[src/rtl/instr_encoder.sv]
// rtl/instr_encoder.sv - RV32I field packer with one-entry output register and auto-advancing word address
module instr_encoder #(
  parameter int ADDR_W = 12,
  parameter int CNT_W  = 16
) (
  input  logic              clk,
  input  logic              rst,
  input  logic              in_valid,
  output logic              in_ready,
  input  logic [2:0]        in_fmt,
  input  logic [6:0]        in_opcode,
  input  logic [4:0]        in_rd,
  input  logic [4:0]        in_rs1,
  input  logic [4:0]        in_rs2,
  input  logic [2:0]        in_funct3,
  input  logic [6:0]        in_funct7,
  input  logic [31:0]       in_imm,
  input  logic              base_load,
  input  logic [ADDR_W-1:0] base_addr,
  output logic              out_valid,
  input  logic              out_ready,
  output logic [31:0]       out_instr,
  output logic [ADDR_W-1:0] out_addr,
  output logic              out_err,
  output logic [CNT_W-1:0]  emit_cnt,
  output logic [CNT_W-1:0]  err_cnt
);

  localparam logic [31:0] NOP = 32'h0000_0013;

  typedef enum logic {EMPTY, FULL} state_t;
  state_t state, state_nx;

  logic              accept, drain;
  logic [31:0]       enc;
  logic              enc_err;
  logic [ADDR_W-1:0] addr_cnt;
  logic              unused_bits;

  assign unused_bits = ^base_addr[1:0];

  // Reset blocks the input handshake so nothing is accepted in a reset cycle.
  assign in_ready  = ~rst & ((state == EMPTY) | out_ready);
  assign accept    = in_valid & in_ready;
  assign drain     = (state == FULL) & out_ready;
  assign out_valid = (state == FULL);

  always_comb begin
    state_nx = state;
    case (state)
      EMPTY:   if (accept) state_nx = FULL;
      FULL:    if (drain && !accept) state_nx = EMPTY;
      default: state_nx = EMPTY;
    endcase
  end

  always_ff @(posedge clk) begin
    if (rst) state <= EMPTY;
    else     state <= state_nx;
  end

  // Immediate must be representable in the format's sign-extended field.
  always_comb begin
    enc     = NOP;
    enc_err = 1'b0;
    case (in_fmt)
      3'd0: enc = {in_funct7, in_rs2, in_rs1, in_funct3, in_rd, in_opcode};
      3'd1: begin
        enc     = {in_imm[11:0], in_rs1, in_funct3, in_rd, in_opcode};
        enc_err = ~(&in_imm[31:11] | ~|in_imm[31:11]);
      end
      3'd2: begin
        enc     = {in_imm[11:5], in_rs2, in_rs1, in_funct3, in_imm[4:0], in_opcode};
        enc_err = ~(&in_imm[31:11] | ~|in_imm[31:11]);
      end
      3'd3: begin
        enc     = {in_imm[12], in_imm[10:5], in_rs2, in_rs1, in_funct3,
                   in_imm[4:1], in_imm[11], in_opcode};
        enc_err = ~(&in_imm[31:12] | ~|in_imm[31:12]) | in_imm[0];
      end
      3'd4: begin
        enc     = {in_imm[31:12], in_rd, in_opcode};
        enc_err = |in_imm[11:0];
      end
      3'd5: begin
        enc     = {in_imm[20], in_imm[10:1], in_imm[11], in_imm[19:12], in_rd, in_opcode};
        enc_err = ~(&in_imm[31:20] | ~|in_imm[31:20]) | in_imm[0];
      end
      default: enc_err = 1'b1;
    endcase
  end

  always_ff @(posedge clk) begin
    if (rst) begin
      out_instr <= '0;
      out_addr  <= '0;
      out_err   <= 1'b0;
      emit_cnt  <= '0;
      err_cnt   <= '0;
      addr_cnt  <= '0;
    end else begin
      if (accept) begin
        out_instr <= enc_err ? NOP : enc;
        out_err   <= enc_err;
        out_addr  <= addr_cnt;
        if (emit_cnt != {CNT_W{1'b1}}) emit_cnt <= emit_cnt + 1'b1;
        if (enc_err && err_cnt != {CNT_W{1'b1}}) err_cnt <= err_cnt + 1'b1;
      end
      // A base load overrides the post-accept increment; the accepted word keeps the old address.
      if (base_load)   addr_cnt <= {base_addr[ADDR_W-1:2], 2'b00};
      else if (accept) addr_cnt <= addr_cnt + ADDR_W'(4);
    end
  end

endmodule
[config.mk]
export PLATFORM = sky130hd
export DESIGN_NAME = instr_encoder
export DESIGN_NICKNAME = d
export VERILOG_FILES = /design/src/rtl/instr_encoder.sv
export SDC_FILE = /design/constraint.sdc
export NUM_CORES = 1
export LEC_CHECK = 0
export CAP_MARGIN = 5
export CORE_ASPECT_RATIO = 1.75
export CORE_MARGIN = 8
export CORE_UTILIZATION = 30
export CTS_CLUSTER_DIAMETER = 80
export DETAILED_ROUTE_END_ITERATION = 12
export GPL_ROUTABILITY_DRIVEN = 1
export PLACE_DENSITY = 0.56
export SETUP_SLACK_MARGIN = 0.5
export SYNTH_ARGS = -nofsm -noshare
export SYNTH_HDL_FRONTEND = slang
export SYNTH_SLANG_ARGS = --single-unit
[constraint.sdc]
create_clock -name clk -period 2.7 [get_ports clk]
set_input_delay 0.27 -clock clk [delete_from_list [all_inputs] [get_ports clk]]
set_output_delay 0.27 -clock clk [all_outputs]
set_load 0.01 [all_outputs]
==> out/summary.md, run 1 <==
The run finished with clean final reports. Clock latency on the worst-skew pair, taken at its later pin, is 0.33 ns. The number of enable flip-flop cells after synthesis is 0, and the largest buffer count on any clock path is 2.

The run gives 148 as the initial detailed-routing violation count. The H-tree was split into 3 levels. The fraction of post-synthesis cell area in the top cell type by area is 0.3980. Overall fraction of global-route tracks in use: 0.1655. For the pin count of the biggest net entering global routing, the log shows 61. The worst path needs 2.149 ns of the cycle, external delays included. TritonCTS built the clock tree. Dividing the detail-routed wire length by the instance count gives 17.52 um. The finished cells cover 6822 um2. Yosys printed 0 warnings.

Clock tree synthesis inserted a total of 9 buffers. Source of the worst hold timing path: in_imm[17]. Setup violations remaining at the end of the flow were counted as 0. Setup repair after global routing could not meet its margin everywhere. For this run, the slowest stage of the critical path takes 0.54 ns. The data required time at the worst endpoint was 2.92 ns; the clock edge transition at the registers on the reported setup and hold paths was 0.06 ns. Share of cells above drive strength 1: 0.1681. Summed over all failing endpoints, the final setup total negative slack is 0 ns. The number of buffer and inverter stages on the critical path came out at 3.

Most area-hungry cell type in the Yosys netlist: dfxtp_1. OpenSTA, run right after detailed placement, puts the worst setup slack at -0.1667 ns. IR analysis of the VDD net gives a maximum drop of 0.0002644 V. In this run the horizontal extent of the chip is 106.8 um. For the pin with the worst max-slew slack, the measured transition is 0.6973 ns. The proportion of synthesized flip-flops having asynchronous set or reset works out to 0.

Terminus of the critical flop-to-flop path: emit_cnt[5]$_SDFFE_PP0P_. The initialized floorplan defines 58 standard-cell rows. Counting instances, the worst hold path has a depth of 4. The run gives 0 as the number of pins exceeding their max-slew limit in the final report. The tools report the core utilization of the finished layout as 0.4796.

The tightest min-delay check is of the input pin to register type. The final route contains 4491 vias. The via-per-instance ratio works out to 4.990. The residual antenna-violating net count after detailed routing is 0, and the vertical extent of the die is 174.8 um. Final net count: 803. The tools report the core area as 14220 um2. The destination of the worst hold path is out_instr[17]$_SDFFE_PP0P_. The worst setup path is of the input pin to register kind.

For this run, the top clock speed supported by timing is 0.4654 GHz. For this design the static power due to leakage is 2.534 nW. Mapped cell area: 4325 um2. The tools report the reg-to-reg startpoint as emit_cnt[7]$_SDFFE_PP0P_. Sorting the synthesized cells by how often they occur yields dfxtp_1, nand2_1, nor2_1. Count of TritonRoute iterations in the first routing pass: 4. Yosys attributes the largest share of cell area to dfxtp_1, nand2_1, nor2_1. Overflow left after global routing: 0.

In this run the worst path has a maximum fanout of 4. The number of antenna diodes in the final layout is 0. At the end of routability-driven placement, the weighted congestion stood at 0.8794. The clock sink count is 86, and the global-route wire length before repair is 24620 um. The die covers 18670 um2.

The logs give 54 for the number of different library cells in the post-synthesis netlist and 4675 for the number of global-route vias before repair. Each instance of the synthesized netlist takes up on average 8.192 um2. The standard cell area after detailed placement is 6211 um2, and the number of top-level pins is 163. The flop and latch count out of synthesis was 86; the DRC violation count after routing was 0.

The total length of routed wires is 15770 um. The logs give 870 for the placed cell count and 3.275 mW for the post-route total power. The critical path goes through clkdlybuf4s15_1, or4_4, nor2_4, a211oi_4, a311oi_4, buf_4, buf_4, a21oi_2, nand4_1, mux2_4. In the synthesized netlist the dominant register cell turns out to be dfxtp_1. Once routing completed, OpenROAD measured the worst setup slack at 0.5511 ns. Critical path launch point type: an input pin.

For the final database, setup skew stands at 0.008138 ns. Initial antenna violation count: 0. STA classifies the critical path endpoint as a register. The slowest library cell on the worst path was or4_4. The final critical-path share of the clock period is 0.7959, and the number of buffers added to fix hold violations after cts is 0. The tightest hold path in the finished design has a slack of 0.3487 ns. Number of port buffers: 158. The cell class contributing the biggest share of worst-path delay is simple AND/OR/NAND/NOR gates.

Among the stages of the critical path, the cell type that occurs most often is buf_4. Excluding fillers, the count of instances in the completed layout stands at 900. The setup check on the worst reg-to-reg path leaves a slack of 0.59 ns.

The clock tree root buffer cell was clkbuf_16. The power per cell area was 480.0 nW/um2. The tools report the hold violation count in the final report as 0. The area growth from synthesis to layout is 57.71%, and the initial cell density of the core is 0.3041. The worst register-to-register path has a depth of 7. Once detailed placement completed, the half-perimeter wirelength came to 12000 um.

The tools report the share of synthesized area occupied by flip-flops and latches as 0.3980. The logs give 0.5352 for the normalized max-slew margin and 2.37 ns for the worst path arrival time. Counting every instance in the synthesized netlist gives 528. For the max-cap violation count, the log shows 0.
-- kinds of logic after synthesis --
kind of cell / synth area share
other: 0.0008670
buffers and inverters: 0.05322
AOI/OAI and AO/OA: 0.1802
muxes: 0.05004
and+or+nand+nor: 0.2563
adders and majority gates: 0.008679
DFF: 0.3980
xor gates and xnor gates: 0.05265
-- cell usage in the layout, fill, tap and decap left out, types with 16 or more instances in the layout --
cell type	n
clkdlybuf4s50_1	130
nand2_1	85
dfxtp_1	85
nor2_1	63
buf_4	43
a21oi_1	32
o21ai_0	29
nand3_1	20
mux2i_1	16
a22oi_1	16
-- how the worst max path moves through the flow --
stage | slack (ns) | cells past startpoint | endpoint | start
4_1_cts | 0.51 | 9 | err_cnt[8]$_SDFFE_PP0P_ | in_imm[4]
6_report | 0.55 | 10 | err_cnt[8]$_SDFFE_PP0P_ | in_imm[19]
3_3_place_gp | -0.08 | 9 | err_cnt[8]$_SDFFE_PP0P_ | in_imm[13]
3_5_place_dp | -0.17 | 8 | out_instr[15]$_SDFFE_PP0P_ | in_imm[13]
5_1_grt | 0.48 | 10 | err_cnt[8]$_SDFFE_PP0P_ | in_imm[19]
2_1_floorplan | 0.51 | 8 | err_cnt[11]$_SDFFE_PP0P_ | err_cnt[9]$_SDFFE_PP0P_
-- tightest hold or removal path: cells and delay by family --
| kind | cells | cell delay, ns |
|---|---|---|
| AO/OA/AOI/OAI | 1 | 0.12 |
| multiplexers | 1 | 0.05 |
| buffers and inverters | 2 | 0.19 |
-- final cells by class --
type                    count  area (um2)
clock inverters             4       95.09
multi-input cells         404        2545
well taps                 180       225.2
inverters                   8       30.03
clock buffers              11       242.7
repair buffers            207        1961
flip-flops and latches     86        1723
fillers                  1433        7402
-- power breakdown --
part | switching, mW | internal, mW | leakage (nW)
Combinational | 0.246 | 0.271 | 1.67
Clock | 0.500 | 0.924 | 0.166
Sequential | 0.0287 | 1.31 | 0.699
-- per-layer routing --
metal  up-vias  wire length [um]  track usage  part of all wire
met2       140              8773       0.3191              0.56
li1       2216                 -            -                 -
met5         -                 0            0                 0
met3        23               915      0.03910             0.058
met1      2112              5732       0.1630              0.36
met4         0               347      0.06077             0.022
-- flip-flops by register name, indices dropped and copies added (netlist names) --
signal     cells
err_cnt       16
out_err        1
out_instr     32
out_valid      1
addr_cnt      10
emit_cnt      16
out_addr      10
-- repair_timing --
item                                    CTS  global route
endpoints found under the setup margin   49            41
gates resized for setup                  45            33
endpoints found under the hold margin     0             0
cloned                                    1             0
pin swaps                                19            17
buffers inserted                          4            10
(Power assumes the default switching activity.)
==> run 2: changes to the inputs <==
- clock period: 2.7 -> 2.06 ns (I/O delays scaled with it)
==> out/summary.md, run 2 (synthesis results as in run 1) <==
The worst slack at placement was -0.6693 ns (-0.5027 ns); the worst setup slack after layout was 0.09647 ns (-0.4547 ns). The tools report the number of buffers added to fix hold violations after cts as 0 (unchanged). The data required time at the worst endpoint was 2.29 ns (-0.63 ns); the count of TritonRoute iterations in the first routing pass was 4 (unchanged). Maximum VDD drop: 0.0003863 V (+46%). The logs give 18670 um2 (unchanged) for the area enclosed by the die boundary and 9 (unchanged) for the number of buffers inserted during clock tree synthesis. The top cell types in the final layout, fill and taps aside, are clkdlybuf4s50_1, nand2_1, buf_4.

Initial antenna violation count: 0 (unchanged). For the number of pins exceeding their max-slew limit in the final report, the log shows 0 (unchanged). Leaving out fill and tap cells, the most frequent cell in the layout is clkdlybuf4s50_1. The global-route wire length before repair is 26660 um (+8.3%). The half-perimeter wire length after placement is 12170 um (+1.5%), and the insertion delay of the later-clocked pin in the worst-skew pair is 0.34 ns (about the same). The tools report the initial cell density of the core as 0.3041 (unchanged). In the final layout, the registers with the most flip-flops are out_instr (32), emit_cnt (16), err_cnt (16). The tools report the initial detailed-routing violation count as 117 (-21%). The share of cells above drive strength 1 is 0.3329 (+0.1648). Highest fanout seen on the critical path: 5 (+1). The run finished with clean final reports. The final standard cell area without fillers was 7742 um2 (+13%); the via-per-instance ratio was 4.961 (-0.58%). In this run the clock root is driven by a clkbuf_16. The residual antenna-violating net count after detailed routing is 0 (unchanged), and the final antenna diode count is 0 (unchanged). The worst hold path cell count is 3 (-1), and the core area is 14220 um2 (unchanged). The worst setup path is captured at a register. The total vias in the final route is 4738 (+5.5%), and the area growth from synthesis to layout is 79.00%. The register containing the most flip-flops in the final layout is out_instr.

The hold violation count in the final report came out at 0 (unchanged). Setup repair after global routing could not meet its margin everywhere. The run gives 0 (unchanged) as the max-cap violation count. The post-layout minimum cycle time is 1.964 ns, and the number of port buffers is 158 (unchanged). The final net count is 857 (+6.7%), and the flip-flop count of the largest register, all copies and words added is 32 (unchanged). The worst hold margin is 0.2347 ns (-0.1140 ns), and the overflow left after global routing is 0 (unchanged). The logs give 3.170 nW (+25%) for the leakage power summed over all cells and 17000 um (+7.8%) for the total length of routed wires. The final critical-path share of the clock period was 0.9532; the die extent in x was 106.8 um (unchanged). The final RePlAce weighted congestion is 0.8947 (+1.7%), and the worst reg2reg path depth is 8 (+1).

The worst setup path is launched from an input pin. Largest buffer count on any clock path: 2 (unchanged). By startpoint and endpoint, the worst setup path is classified as input pin to register.

The run gives 0.1807 (+0.01517) as the overall fraction of global-route tracks in use. The tightest min-delay check is of the input pin to register type. The clock sink count was 86 (unchanged); the setup TNS was 0 ns (unchanged).

The slew of the pin with the lowest slew margin was 0.6338 ns (-0.06348 ns). The DRC violation count after routing was 0 (unchanged). TritonCTS built the clock tree.

Site row count: 58 (unchanged). For this run, the top clock speed supported by timing is 0.5093 GHz. The run gives 5101 (+9.1%) as the number of global-route vias before repair. The clock edge transition at the registers on the reported setup and hold paths is 0.06 ns (about the same). The power per cell area works out to 548.2 nW/um2 (+14%). The logs give 0.01183 ns (+0.003689 ns) for the worst clock skew and 37 (-39%) for the pin count of the biggest net entering global routing. The routed length per instance came out at 17.80 um (+1.6%).

The standard cell area after detailed placement is 6608 um2 (+6.4%). The vertical extent of the die works out to 174.8 um (unchanged). The number of setup violations in the final report is 0 (unchanged), and the number of top-level pins is 163 (unchanged).

The worst path arrival time is 2.19 ns (-0.18 ns), and the maximum level of the CTS H-tree is 3 (unchanged). The normalized max-slew margin came out at 0.5761 (+0.04099).
-- run 2: critical path: stages --
cell	delay, ns
dlygate4sd2_1	0.25
buf_4	0.14
nand4_1	0.12
nor2_4	0.07
a211oi_4	0.24
a311oi_4	0.07
buf_6	0.14
and2_4	0.15
buf_12	0.14
nor4_4	0.29
mux2_2	0.36
-- run 2: worst paths after layout --
kind / end / from / slack (ns)
max: err_cnt[12]$_SDFFE_PP0P_ / in_imm[19] / 0.1
min: out_valid$_SDFF_PP0_ / in_valid / 0.23
max reg2reg: err_cnt[8]$_SDFFE_PP0P_ / err_cnt[7]$_SDFFE_PP0P_ / 0.15
min reg2reg: out_instr[11]$_SDFFE_PP0P_ / out_instr[11]$_SDFFE_PP0P_ / 0.45
-- run 2: layer usage --
layer | global-route usage | part of all wire | up-vias
li1 | - | - | 2325
met1 | 0.1711 | 0.35 | 2235
met2 | 0.3524 | 0.56 | 148
met3 | 0.04426 | 0.061 | 30
met4 | 0.07257 | 0.029 | 0
met5 | 0 | 0 | -
-- run 2: power by group --
part	switching (mW)	leakage, nW	internal, mW
logic	0.384	2.32	0.461
clock network	0.686	0.148	0.969
registers	0.0352	0.706	1.71
total	1.10	3.17	3.14
-- run 2: through the flow --
| step | utilization | cells | power [mW] |
|---|---|---|---|
| after global placement | 0.4646 | 908 | 2.465 |
| after floorplan | - | 529 | 2.075 |
| final | 0.5443 | 955 | 4.244 |
| after detailed placement | 0.4646 | 908 | 2.477 |
| after global routing | 0.5443 | 955 | 4.432 |
| after CTS | 0.5272 | 947 | 4.260 |
-- run 2: layout make-up --
class,count,area [um2]
fillers,1362,6481
well taps,180,225.2
clock buffers,10,239.0
flip-flops and latches,86,1747
inverters,8,30.03
multi-input cells,404,2930
clock inverters,6,61.31
repair buffers,261,2510
-- run 2: repair_timing --
action / 4_1_cts / 5_1_grt
buffers inserted: 19 / 8
setup endpoints to repair: 77 / 80
resized for setup: 140 / 84
pin swaps: 39 / 27
cloned: 4 / 0
